[src/rtl/midi_note_decoder_pkg.sv]
// Shared MIDI constants and FSM state encodings for the note decoder slice.
package midi_note_decoder_pkg;

  // Channel message status nibbles (upper nibble of a status byte)
  localparam logic [3:0] ST_NOTE_OFF = 4'h8;
  localparam logic [3:0] ST_NOTE_ON  = 4'h9;
  localparam logic [3:0] ST_CC       = 4'hB;
  localparam logic [3:0] ST_PROG     = 4'hC;
  localparam logic [3:0] ST_CHPRESS  = 4'hD;

  // Controller numbers that silence everything
  localparam logic [6:0] CC_ALL_SOUND_OFF = 7'd120;
  localparam logic [6:0] CC_ALL_NOTES_OFF = 7'd123;

  // Decoder FSM states
  localparam logic [1:0] S_IDLE    = 2'd0;
  localparam logic [1:0] S_WAIT_D1 = 2'd1;
  localparam logic [1:0] S_WAIT_D2 = 2'd2;
  localparam logic [1:0] S_SKIP    = 2'd3;

  // Message types this decoder acts on; everything else is skipped
  function automatic logic is_supported(input logic [3:0] typ);
    return (typ == ST_NOTE_OFF) || (typ == ST_NOTE_ON) || (typ == ST_CC);
  endfunction

endpackage

[src/rtl/midi_note_decoder_byte_class.sv]
// Combinational classifier: splits a received MIDI byte into its class flags,
// the message type / channel nibbles and the data length of the message.
module midi_note_decoder_byte_class
  import midi_note_decoder_pkg::*;
(
  input  logic [7:0] i_byte,
  output logic       o_is_rt,
  output logic       o_is_sys,
  output logic       o_is_status,
  output logic       o_is_data,
  output logic [3:0] o_type,
  output logic [3:0] o_chan,
  output logic [1:0] o_skip_len
);

  // 0xF8-0xFF realtime, 0xF0-0xF7 system common / sysex
  assign o_is_rt     = (i_byte[7:3] == 5'b11111);
  assign o_is_sys    = (i_byte[7:3] == 5'b11110);
  assign o_is_status = i_byte[7] && (i_byte[7:4] != 4'hF);
  assign o_is_data   = ~i_byte[7];
  assign o_type      = i_byte[7:4];
  assign o_chan      = i_byte[3:0];

  // Program change and channel pressure carry one data byte, the rest two
  assign o_skip_len  = ((i_byte[7:4] == ST_PROG) || (i_byte[7:4] == ST_CHPRESS)) ? 2'd1 : 2'd2;

endmodule

[src/rtl/midi_note_decoder.sv]
// MIDI byte-stream note decoder: running status, channel filter, realtime
// pass-over and all-notes-off detection. All outputs are registered.
//
// Handshake: i_byte_valid is a one-cycle strobe with no back-pressure; one byte
// may be presented every cycle and is consumed in the cycle it is strobed.
// Pulse outputs rise exactly one cycle after the strobe of the completing data byte.
module midi_note_decoder
  import midi_note_decoder_pkg::*;
#(
  parameter int OMNI = 0
) (
  input  logic       clk,
  input  logic       rst,
  input  logic       i_byte_valid,
  input  logic [7:0] i_byte_in,
  input  logic [3:0] i_channel,
  output logic       o_note_on,
  output logic       o_note_off,
  output logic [6:0] o_note,
  output logic [6:0] o_velocity,
  output logic       o_all_off,
  output logic [1:0] o_state
);

  logic       w_is_rt;
  logic       w_is_sys;
  logic       w_is_status;
  logic       w_is_data;
  logic [3:0] w_type;
  logic [3:0] w_chan;
  logic [1:0] w_skip_len;
  logic       w_match;
  logic [6:0] w_data;

  logic [1:0] r_state;
  logic [3:0] r_type;
  logic [6:0] r_d1;
  logic [1:0] r_skip_len;
  logic [1:0] r_skip_cnt;
  logic       r_note_on;
  logic       r_note_off;
  logic       r_all_off;
  logic [6:0] r_note;
  logic [6:0] r_velocity;

  midi_note_decoder_byte_class u_byte_class (
    .i_byte      (i_byte_in),
    .o_is_rt     (w_is_rt),
    .o_is_sys    (w_is_sys),
    .o_is_status (w_is_status),
    .o_is_data   (w_is_data),
    .o_type      (w_type),
    .o_chan      (w_chan),
    .o_skip_len  (w_skip_len)
  );

  // Channel is compared at the moment the status byte is accepted
  assign w_match = (OMNI != 0) || (w_chan == i_channel);
  assign w_data  = i_byte_in[6:0];

  // Message FSM, data-byte capture and registered pulse outputs
  always_ff @(posedge clk) begin
    if (rst) begin
      r_state    <= S_IDLE;
      r_type     <= 4'h0;
      r_d1       <= 7'd0;
      r_skip_len <= 2'd0;
      r_skip_cnt <= 2'd0;
      r_note_on  <= 1'b0;
      r_note_off <= 1'b0;
      r_all_off  <= 1'b0;
      r_note     <= 7'd0;
      r_velocity <= 7'd0;
    end else begin
      r_note_on  <= 1'b0;
      r_note_off <= 1'b0;
      r_all_off  <= 1'b0;
      if (i_byte_valid) begin
        if (w_is_rt) begin
          // Realtime bytes are transparent: nothing changes
          r_state <= r_state;
        end else if (w_is_sys) begin
          r_state <= S_IDLE;
        end else if (w_is_status) begin
          r_type     <= w_type;
          r_skip_len <= w_skip_len;
          r_skip_cnt <= 2'd0;
          r_state    <= (w_match && is_supported(w_type)) ? S_WAIT_D1 : S_SKIP;
        end else if (w_is_data) begin
          case (r_state)
            S_WAIT_D1: begin
              r_d1    <= w_data;
              r_state <= S_WAIT_D2;
            end
            S_WAIT_D2: begin
              r_state <= S_WAIT_D1;
              if (r_type == ST_NOTE_ON) begin
                r_note     <= r_d1;
                r_velocity <= w_data;
                if (w_data != 7'd0) r_note_on <= 1'b1;
                else                r_note_off <= 1'b1;
              end else if (r_type == ST_NOTE_OFF) begin
                r_note     <= r_d1;
                r_velocity <= w_data;
                r_note_off <= 1'b1;
              end else if (r_type == ST_CC) begin
                if ((r_d1 == CC_ALL_SOUND_OFF) || (r_d1 == CC_ALL_NOTES_OFF))
                  r_all_off <= 1'b1;
              end
            end
            S_SKIP: begin
              // Walk through the data of an ignored message, then re-arm
              if ((r_skip_cnt + 2'd1) >= r_skip_len) r_skip_cnt <= 2'd0;
              else                                  r_skip_cnt <= r_skip_cnt + 2'd1;
            end
            default: r_state <= r_state;
          endcase
        end
      end
    end
  end

  assign o_note_on  = r_note_on;
  assign o_note_off = r_note_off;
  assign o_all_off  = r_all_off;
  assign o_note     = r_note;
  assign o_velocity = r_velocity;
  assign o_state    = r_state;

endmodule

[config.mk]
export PLATFORM = sky130hd
export DESIGN_NAME = midi_note_decoder
export DESIGN_NICKNAME = d
export VERILOG_FILES = /design/src/rtl/midi_note_decoder_pkg.sv /design/src/rtl/midi_note_decoder_byte_class.sv /design/src/rtl/midi_note_decoder.sv
export SDC_FILE = /design/constraint.sdc
export NUM_CORES = 1
export LEC_CHECK = 0
export ABC_AREA = 1
export CAP_MARGIN = 20
export CORE_ASPECT_RATIO = 0.5
export CORE_MARGIN = 2
export CORE_UTILIZATION = 55
export DETAILED_ROUTE_END_ITERATION = 16
export DONT_BUFFER_PORTS = 1
export PLACE_DENSITY = 0.73
export SLEW_MARGIN = 20
export SYNTH_ARGS = -nofsm -noshare
export SYNTH_HDL_FRONTEND = slang
export SYNTH_SLANG_ARGS = --single-unit
[constraint.sdc]
create_clock -name clk -period 1.55 [get_ports clk]
set_clock_uncertainty 0.05 [all_clocks]
set_input_delay 0.155 -clock clk [delete_from_list [all_inputs] [get_ports clk]]
set_output_delay 0.155 -clock clk [all_outputs]
set_load 0.01 [all_outputs]
==> metrics.cfg <==
[run_status]
status = complete, no violations

[critical_path]
max_stage_delay_ns = 0.32
path_max_fanout = 8
arrival_ns = 1.60
worstPathRequired_ns = 1.64
slowest_stage = dfxtp_2
start_kind = flop
path_cells = inv_2, ha_4, inv_2, nor3_4, buf_4, nand3_4, nand2_2, a21oi_2
cpMostUsedCell = inv_2
cp-end-kind = flop
crit_type = flop to flop

[routing]
routedWlPerCell_microns = 14.7
drt_iter0_markers = 117
dr.pass1.iters = 4
vias = 1302
viasPerCell = 5.40
drt_wl_total_mm = 3.53
ant_nets = 0
drc = 0

[power_and_ir_drop]
power_density_nw_per_um2 = 958
p_leak_nw = 0.685
max-vdd-ir-drop_mv = 0.454

[layout]
mostFrequentLayoutCells = dfxtp_1, nand2_1, inv_1, a21oi_1
nNetsFinal = 220
diodes = 0
drive_above_1_share_pct = 27.5
final_core_util_pct = 68.2
fillCellCount = 204
area_delta_synth_final_pct = 19.8
mostFrequentLayoutCell = dfxtp_1
seqCellArea_sq_um = 603
multi_input_area_sq_um = 747

[synthesis]
synth_area_sq_um = 1440
muxShareOfSynthArea_pct = 0
synthAdderAreaFrac_pct = 1.73
synth-simple-area-share_pct = 29.1
syn_nets = 201
syn-instance-count = 184
netlist.area_leader.share_pct = 41.6
synthXorXnorAreaFrac_pct = 0
yosys-top-cells-area = dfxtp_1, nand2_1, nand4_1
synth_compound_area_share_pct = 17.9
ys_ff_latch = 30
synth.distinct_cells = 25
yosys_warnings = 0
syn_area_per_cell_sq_um = 7.85
yosysSeqAreaShare_pct = 41.6
synth_top_area_cell = dfxtp_1
synth_top_family_by_area = simple AND/OR/NAND/NOR gates

[timing]
relSlewSlack_pct = 45.0
rsz0062_at_grt = yes
finalSetupViolations = 0
finalHoldViolations = 0
worst_slew_pin_slew_ns = 0.823
finalCriticalPeriod_ns = 1.52
drv_slew = 0
max_freq_mhz = 660
setup_tns_ns = 0
period_share_pct = 97.8

[global_routing]
antenna_found_initial = 0
grtUsageTotal_pct = 24.3
grt_max_degree = 18
grt_pass1_vias = 1117
grt_overflow = 0
grt_first_pass_wirelength_mm = 5.39

[clock_network]
cts_buffer_depth = 2
cts_root_buffer = clkbuf_8
htreeDepth = 2
clk_latency_ns = 0.29
cts_tree = built
path_clk_slew_ns = 0.07
cts_buffers = 5
clock-sinks = 30

[die]
die_width_microns = 76.5
die_y_microns = 40.2
start_util_pct = 56.9
die_area_sq_um = 3080
rows = 13
ios = 34
coreArea_sq_um = 2540

[place]
place_congestion = 0.842
io_buffers = 0
dpl.hpwl_mm = 2.38

[min_path]
hold_class = input port to flop

[run]
maxCapViolations = 0

==> power breakdown <==
part           leakage, nW  switching, W  internal (W)
Sequential           0.244     0.0000148      0.000791
Combinational        0.393      0.000116     0.0000788
Clock               0.0482      0.000300      0.000358
==> state kept, by name, summed over array words and instances (netlist names) <==
register,cells
o_velocity,7
r_d1,7
o_state,2
o_note_off,1
o_note,7
r_type,4
o_all_off,1
o_note_on,1
==> critical path, delay by kind of cell (launching register included) <==
family	cells	cell delay [ns]
AND/OR/NAND/NOR	3	0.54
flip-flops	1	0.32
buffers and inverters	3	0.28
adder cells (fa/ha/maj)	1	0.12
AO/OA/AOI/OAI	1	0.05
==> routing by layer <==
layer  up-vias  GRT usage, %  wire, microns
met5         -             0              0
met4         0          5.45             40
met3         8          10.4            382
met2        63          35.6           1380
met1       574          33.2           1720
li1        657             -              -
==> per-stage QoR <==
step / power, W / hold slack [ns] / std cells / instance area (sq um) / setup slack [ns]
global placement: 0.000963 / 0.170 / 221 / 1490 / 0.121
detailed placement: 0.000966 / 0.171 / 221 / 1490 / 0.0989
CTS: 0.00163 / 0.00725 / 236 / 1660 / 0.0423
floorplan: 0.000940 / 0.253 / 184 / 1440 / 0.0460
finish: 0.00166 / 0.00975 / 241 / 1730 / 0.0342
global route: 0.00172 / 0.0120 / 241 / 1730 / -0.0493
==> what timing repair did <==
item                                    4_1_cts  5_1_grt
buffers inserted                              0        4
endpoints found under the hold margin        20        0
gates resized for setup                       0       13
endpoints found under the setup margin        0       17
hold buffers                                  7        0
==> cells in the mapped netlist <==
library cell  instances
clkinv_1              1
nor4b_1               1
a21oi_2               9
o2111ai_1             1
nand3_4               1
nand3_1               6
nand2_2              11
a21oi_1              19
nor2_1               12
o21ai_0              12
buf_4                 1
buf_8                 1
clkbuf_1              4
a21oi_4               1
nor2_2                1
buf_6                 1
nand4_1              16
nor2_4                1
nor3_4                1
nor3_1                1
ha_1                  2
nand2_1              27
nand3_2               1
inv_1                23
dfxtp_1              30
==> area by class of cell <==
type                       instances  share of cell area (%)
clock buffer                       7                    4.99
clock inverter                     1                   0.289
inverter                          24                    5.21
multi-input combinational        124                    43.2
sequential                        30                    34.9
tap                               37                    2.68
timing repair buffer              18                    8.82
==> cells by family after synthesis <==
family | count (synthesis)
and+or+nand+nor | 79
buffers and inverters | 31
adders and majority gates | 2
AOI/OAI and AO/OA | 42
DFF | 30
==> final timing paths <==
kind,start,end,slack [ns],cells past startpoint
min,i_byte_in[1],o_velocity[1],0.01,2
max reg2reg,o_state[0],o_velocity[1],0.03,8
max,o_state[0],o_velocity[1],0.03,8
min reg2reg,r_d1[6],o_all_off,0.43,2
Power figures use the tool's default switching activity.
